## src/rtl/au_sequencer_if.sv

```systemverilog
// Control-unit handshake bundle for the arithmetic-unit sequencer:
// request/operands toward the sequencer, result and status back.
interface au_sequencer_if #(
  parameter int WIDTH = 8
) ();
  logic                 start;
  logic [1:0]           op;
  logic [WIDTH-1:0]     a;
  logic [WIDTH-1:0]     b;
  logic [2*WIDTH-1:0]   result;
  logic [WIDTH-1:0]     remainder;
  logic                 busy;
  logic                 done;
  logic                 divzero;

  modport master (
    output start, op, a, b,
    input  result, remainder, busy, done, divzero
  );

  modport slave (
    input  start, op, a, b,
    output result, remainder, busy, done, divzero
  );
endinterface

```

## src/rtl/au_sequencer.sv

```systemverilog
// Arithmetic-unit sequencer: single-cycle add/sub, shift-add multiply and
// restoring divide (one bit per cycle) with a Busy/Done handshake.
module au_sequencer #(
  parameter int WIDTH = 8
) (
  input  logic           i_clk,
  input  logic           i_rst_n,
  au_sequencer_if.slave  bus
);
  localparam int CW = $clog2(WIDTH + 1);
  localparam logic [1:0] OP_ADD = 2'b00;
  localparam logic [1:0] OP_SUB = 2'b01;
  localparam logic [1:0] OP_MUL = 2'b10;
  localparam logic [1:0] OP_DIV = 2'b11;

  typedef enum logic [1:0] {S_IDLE, S_CALC, S_ITER} state_t;

  state_t               r_state, w_state_nxt;
  logic [1:0]           r_op;
  logic [WIDTH-1:0]     r_a, r_b;
  logic [CW-1:0]        r_cnt;
  logic [2*WIDTH-1:0]   r_acc;
  logic [2*WIDTH-1:0]   r_result;
  logic [WIDTH-1:0]     r_rem;
  logic                 r_busy, r_done, r_divzero;

  logic                 w_accept, w_finish, w_dz;
  logic [2*WIDTH-1:0]   w_res;
  logic [WIDTH-1:0]     w_rem;
  logic [WIDTH:0]       w_sum, w_diff, w_mul_hi, w_div_sh;
  logic [WIDTH-1:0]     w_div_rem;
  logic                 w_div_ge;
  logic [2*WIDTH-1:0]   w_mul_nxt, w_div_nxt;

  assign w_sum  = {1'b0, r_a} + {1'b0, r_b};
  assign w_diff = {1'b0, r_a} - {1'b0, r_b};

  // Multiply: r_acc = {partial product high, multiplier bits still to consume}.
  assign w_mul_hi  = r_acc[0] ? ({1'b0, r_acc[2*WIDTH-1:WIDTH]} + {1'b0, r_a})
                              : {1'b0, r_acc[2*WIDTH-1:WIDTH]};
  assign w_mul_nxt = {w_mul_hi, r_acc[WIDTH-1:1]};

  // Divide: r_acc = {remainder, quotient}; the shifted remainder needs one extra bit.
  assign w_div_sh  = r_acc[2*WIDTH-1:WIDTH-1];
  assign w_div_ge  = (w_div_sh >= {1'b0, r_b});
  assign w_div_rem = w_div_sh[WIDTH-1:0] - r_b;
  assign w_div_nxt = w_div_ge ? {w_div_rem, r_acc[WIDTH-2:0], 1'b1}
                              : {w_div_sh[WIDTH-1:0], r_acc[WIDTH-2:0], 1'b0};

  always_ff @(posedge i_clk or negedge i_rst_n) begin
    if (!i_rst_n) r_state <= S_IDLE;
    else          r_state <= w_state_nxt;
  end

  always_comb begin
    w_state_nxt = r_state;
    w_accept    = 1'b0;
    w_finish    = 1'b0;
    w_res       = '0;
    w_rem       = '0;
    w_dz        = 1'b0;
    case (r_state)
      S_IDLE: begin
        if (bus.start) begin
          w_accept = 1'b1;
          if (bus.op == OP_MUL || (bus.op == OP_DIV && bus.b != '0)) w_state_nxt = S_ITER;
          else                                                       w_state_nxt = S_CALC;
        end
      end
      S_CALC: begin
        w_finish    = 1'b1;
        w_state_nxt = S_IDLE;
        case (r_op)
          OP_ADD:  w_res = {{(WIDTH-1){1'b0}}, w_sum};
          OP_SUB:  w_res = {{(WIDTH-1){w_diff[WIDTH]}}, w_diff};
          default: begin
            w_res = '1;
            w_rem = r_a;
            w_dz  = 1'b1;
          end
        endcase
      end
      S_ITER: begin
        if (r_cnt == CW'(1)) begin
          w_finish    = 1'b1;
          w_state_nxt = S_IDLE;
          if (r_op == OP_DIV) begin
            w_res = {{WIDTH{1'b0}}, w_div_nxt[WIDTH-1:0]};
            w_rem = w_div_nxt[2*WIDTH-1:WIDTH];
          end else begin
            w_res = w_mul_nxt;
          end
        end
      end
      default: w_state_nxt = S_IDLE;
    endcase
  end

  always_ff @(posedge i_clk or negedge i_rst_n) begin
    if (!i_rst_n) begin
      r_op      <= '0;
      r_a       <= '0;
      r_b       <= '0;
      r_cnt     <= '0;
      r_acc     <= '0;
      r_result  <= '0;
      r_rem     <= '0;
      r_busy    <= 1'b0;
      r_done    <= 1'b0;
      r_divzero <= 1'b0;
    end else begin
      r_done <= 1'b0;
      if (w_accept) begin
        r_op   <= bus.op;
        r_a    <= bus.a;
        r_b    <= bus.b;
        r_busy <= 1'b1;
        r_cnt  <= CW'(WIDTH);
        r_acc  <= (bus.op == OP_DIV) ? {{WIDTH{1'b0}}, bus.a} : {{WIDTH{1'b0}}, bus.b};
      end
      if (r_state == S_ITER) begin
        r_cnt <= r_cnt - CW'(1);
        r_acc <= (r_op == OP_DIV) ? w_div_nxt : w_mul_nxt;
      end
      if (w_finish) begin
        r_busy    <= 1'b0;
        r_done    <= 1'b1;
        r_result  <= w_res;
        r_rem     <= w_rem;
        r_divzero <= w_dz;
      end
    end
  end

  assign bus.result    = r_result;
  assign bus.remainder = r_rem;
  assign bus.busy      = r_busy;
  assign bus.done      = r_done;
  assign bus.divzero   = r_divzero;
endmodule

```

## src/flat_wrapper.sv

```systemverilog
// flat-port wrapper written by rule: the top's interface ports become plain ports
module au_sequencer_flat 
#(
  parameter int WIDTH = 8
)
  (i_clk, i_rst_n, bus_start, bus_op, bus_a, bus_b, bus_result, bus_remainder, bus_busy, bus_done, bus_divzero);
  au_sequencer_if #(.WIDTH(WIDTH)) bus_i ();
  input  logic i_clk;
  input  logic i_rst_n;
  input wire logic [$bits(bus_i.start)-1:0] bus_start;
  input wire logic [$bits(bus_i.op)-1:0] bus_op;
  input wire logic [$bits(bus_i.a)-1:0] bus_a;
  input wire logic [$bits(bus_i.b)-1:0] bus_b;
  output wire logic [$bits(bus_i.result)-1:0] bus_result;
  output wire logic [$bits(bus_i.remainder)-1:0] bus_remainder;
  output wire logic [$bits(bus_i.busy)-1:0] bus_busy;
  output wire logic [$bits(bus_i.done)-1:0] bus_done;
  output wire logic [$bits(bus_i.divzero)-1:0] bus_divzero;
  assign bus_i.start = bus_start;
  assign bus_i.op = bus_op;
  assign bus_i.a = bus_a;
  assign bus_i.b = bus_b;
  assign bus_result = bus_i.result;
  assign bus_remainder = bus_i.remainder;
  assign bus_busy = bus_i.busy;
  assign bus_done = bus_i.done;
  assign bus_divzero = bus_i.divzero;
  au_sequencer #(.WIDTH(WIDTH)) u_core (.i_clk(i_clk), .i_rst_n(i_rst_n), .bus(bus_i));
endmodule
```

## config.mk

```make
export PLATFORM = sky130hd
export DESIGN_NAME = au_sequencer_flat
export DESIGN_NICKNAME = d
export VERILOG_FILES = /design/src/rtl/au_sequencer_if.sv /design/src/rtl/au_sequencer.sv /design/src/flat_wrapper.sv
export SDC_FILE = /design/constraint.sdc
export NUM_CORES = 1
export LEC_CHECK = 0
export CELL_PAD_IN_SITES_DETAIL_PLACEMENT = 0
export CELL_PAD_IN_SITES_GLOBAL_PLACEMENT = 2
export CORE_MARGIN = 8
export CORE_UTILIZATION = 36
export DETAILED_ROUTE_END_ITERATION = 7
export HOLD_SLACK_MARGIN = 0.06
export PLACE_DENSITY_LB_ADDON = 0.1
export SLEW_MARGIN = 30
export SYNTH_ARGS = -nofsm -noshare
export SYNTH_HDL_FRONTEND = slang
export SYNTH_SLANG_ARGS = --single-unit
```

## constraint.sdc

```tcl
create_clock -name i_clk -period 3.22 [get_ports i_clk]
set_clock_uncertainty 0.1 [all_clocks]
set_input_delay 0.644 -clock i_clk [delete_from_list [all_inputs] [get_ports i_clk]]
set_output_delay 0.644 -clock i_clk [all_outputs]
set_load 0.01 [all_outputs]
```

==> results.sh <==
export IMPL_numCtsBuffers=9
export IMPL_maxCapViolCount=0
export IMPL_slew_headroom=0.566
export IMPL_fillers=1273
export IMPL_grt_overflow=0
export IMPL_coreArea_um2=12700
export IMPL_fin_cells=722
export IMPL_ios=48
export IMPL_slowest_delay_ns=0.52
export IMPL_post_route_drc_count=0
export IMPL_synth_edf_count=0
export IMPL_fmax_mhz=375
export IMPL_clock_root_buffer="clkbuf_16"
export IMPL_clk_pin_slew_ns=0.06
export IMPL_critPathCaptureType="register"
export IMPL_layout_common_cells="67 x dfrtp_1, 51 x a21oi_1, 46 x clkdlybuf4s50_1"
export IMPL_ys_ff_latch=67
export IMPL_grt_pass1_vias=4139
export IMPL_peakVddDrop_v=0.000485
export IMPL_rows=41
export IMPL_slew_viol_final=0
export IMPL_cpMostUsedCell="o21ai_2"
export IMPL_die_w_um=130
export IMPL_worst_ep_arrival_time_ns=2.80
export IMPL_synth_area_per_cell_um2=9.37
export IMPL_drt_met1_wl_um=6840
export IMPL_htree_num_levels=3
export IMPL_antenna_found_initial=0
export IMPL_final_period_utilization=0.829
export IMPL_worst_pin_slew_ns=0.648
export IMPL_path_class="reg -> reg"
export IMPL_min_period_ns=2.67
export IMPL_die_h_um=130
export IMPL_wire_per_inst_um=21.3
export IMPL_clock_tree_buffer_depth=2
export IMPL_syn_to_final_growth_pct=20.6
export IMPL_async_reset_ff_frac=1.00
export IMPL_grt_max_degree=46
export IMPL_synth_ff_type="dfrtp_1"
export IMPL_p_leak_nw=2.46
export IMPL_mostFrequentLayoutCell="dfrtp_1"
export IMPL_gp_congestion=0.879
export IMPL_fin_setup_tns_ns=0
export IMPL_place_ws_ns=0.566
export IMPL_power_total_mw=7.04
export IMPL_pwr_density_cell_nw_per_um2=1250
export IMPL_cts_sinks=67
export IMPL_rsz0062_at_grt="false"
export IMPL_dp_cells=706
export IMPL_layout_setup_ws_ns=0.551
export IMPL_hold_worst_slack_ns=0.390
export IMPL_die_area_um2=16900
export IMPL_crit_fanout=7
export IMPL_syn_instance_count=499
export IMPL_io_buffer_count=47
export IMPL_cts_tree="built"
export IMPL_vias=4037
export IMPL_ant_nets=0
export IMPL_cts_resized=0
export IMPL_top_layer="met4"
export IMPL_dr_first_iter_drc_count=337
export IMPL_cts_setup_buffers=0
export IMPL_wl_met2_um=7200
export IMPL_min_path_type="reg -> reg"
export IMPL_hold_viol=0
export IMPL_syn_num_nets=561
export IMPL_via_per_inst=5.59
export IMPL_yosysUniqueCellTypes=64
export IMPL_required_ns=3.35
export IMPL_status="finished, final reports clean"
export IMPL_start_util=0.369
export IMPL_grt_pass1_wl_um=24400
export IMPL_setup_violations=0
export IMPL_crit_path_cell_trace="inv_1 -> ha_1 -> fa_1 -> and2b_1 -> o21ai_2 -> o21ai_2 -> a31oi_1 -> a311o_2 -> o22a_1"
export IMPL_fin_nets=608
export IMPL_drive_above_1_share=0.109
export IMPL_syn_area_um2=4670
export IMPL_clock_latency_ns=0.34
export IMPL_hpwl_um=11600
export IMPL_cp_start_kind="register"
export IMPL_wirelength_um=15400
export IMPL_antennaDiodeCount=0
export IMPL_track_usage=0.194
export IMPL_ys_warn_count=0
export IMPL_firstDrtPassIters=4
export IMPL_ys_seq_area_frac=0.359
export IMPL_cpMaxStageDelayCell="a311o_2"
export IMPL_routed_wl_met3_um=836
## metrics by stage
step,area (µm²),utilization
floorplan,4670,-
global placement,5350,0.422
detailed placement,5350,0.422
CTS,5640,0.445
global route,5640,0.445
finish,5640,0.445
## synthesized netlist by cell type (3+ instances only)
library cell / number / area (µm²)
o21ai_0: 23 / 115
xnor2_1: 11 / 96.3
fa_1: 4 / 80.1
nand2b_1: 8 / 50.1
mux2_2: 18 / 203
clkbuf_1: 16 / 60.1
nand2_1: 34 / 128
dfrtp_1: 67 / 1680
mux2i_1: 22 / 220
nor3_1: 10 / 50.1
o31ai_1: 3 / 22.5
inv_1: 23 / 86.3
o211ai_1: 10 / 75.1
ha_1: 37 / 463
buf_2: 7 / 35.0
nor2b_1: 6 / 37.5
nor2_1: 27 / 101
o21ai_1: 3 / 15.0
xor2_1: 4 / 35.0
o21bai_1: 3 / 22.5
o22a_1: 7 / 61.3
o22ai_1: 12 / 75.1
nand3_1: 17 / 85.1
a22o_1: 4 / 35.0
a21o_1: 7 / 52.6
o221ai_1: 4 / 35.0
a21oi_1: 51 / 255
a211oi_1: 10 / 75.1
a31oi_1: 8 / 50.1
## metal layers
| metal | vias up | global-route usage |
|---|---|---|
| met4 | 0 | 0.0895 |
| li1 | 1937 | - |
| met1 | 1972 | 0.252 |
| met2 | 101 | 0.309 |
| met5 | - | 0 |
| met3 | 27 | 0.0339 |
## flip-flops by register name, indices dropped and copies added (netlist names)
signal and flops:
u_core.bus.busy 1, u_core.bus.divzero 1, u_core.bus.done 1, u_core.bus.remainder 8
u_core.bus.result 16, u_core.r_a 8, u_core.r_acc 16, u_core.r_b 8
u_core.r_cnt 4, u_core.r_op 2, u_core.r_state 2
## power by group
part	internal (mW)	switching [mW]	leakage [nW]
sequential	1.24	0.500	0.816
clock	0.578	0.368	0.141
combinational	1.93	2.42	1.51
## worst max-delay path: cells and delay by family (launching register included)
family	cells	cell delay [ns]
and+or+nand+nor	1	0.23
DFF	1	0.42
adders and majority gates	2	0.61
AOI/OAI and AO/OA	5	1.11
buffers and inverters	1	0.07
## final timing paths
check                                   startpoint                 endpoint  slack (ns)  cells past startpoint
max                                  u_core.r_a[0]    u_core.bus.result[12]        0.55                      9
min                        u_core.bus.remainder[7]  u_core.bus.remainder[7]        0.39                      2
max reg2reg                          u_core.r_a[0]    u_core.bus.result[12]        0.55                      9
min reg2reg                u_core.bus.remainder[7]  u_core.bus.remainder[7]        0.39                      2
max in group asynchronous                  i_rst_n          u_core.r_cnt[1]        1.76                      3
min in group asynchronous                  i_rst_n  u_core.bus.remainder[3]        0.56                      2
## kinds of logic after synthesis
kind of cell / after synthesis / synth area share
flip-flops: 67 / 0.359
adder cells (fa/ha/maj): 41 / 0.116
AND/OR/NAND/NOR: 118 / 0.123
AO/OA/AOI/OAI: 166 / 0.235
XOR/XNOR: 15 / 0.0281
multiplexers: 42 / 0.0961
buffers and inverters: 50 / 0.0428
## cell type report
cell class / count / area, µm² / area share
multi-input combinational: 382 / 2800 / 0.496
clock buffer: 13 / 270 / 0.0480
clock inverter: 2 / 10.0 / 0.00178
tap: 172 / 215 / 0.0382
timing repair buffer: 61 / 573 / 0.102
sequential: 67 / 1680 / 0.298
inverter: 25 / 93.8 / 0.0167
## timing repair
action	in CTS	in global routing
hold endpoints to repair	4	0
hold buffers	1	0
setup endpoints to repair	0	0
No activity file was read; power rests on OpenSTA's default activity.
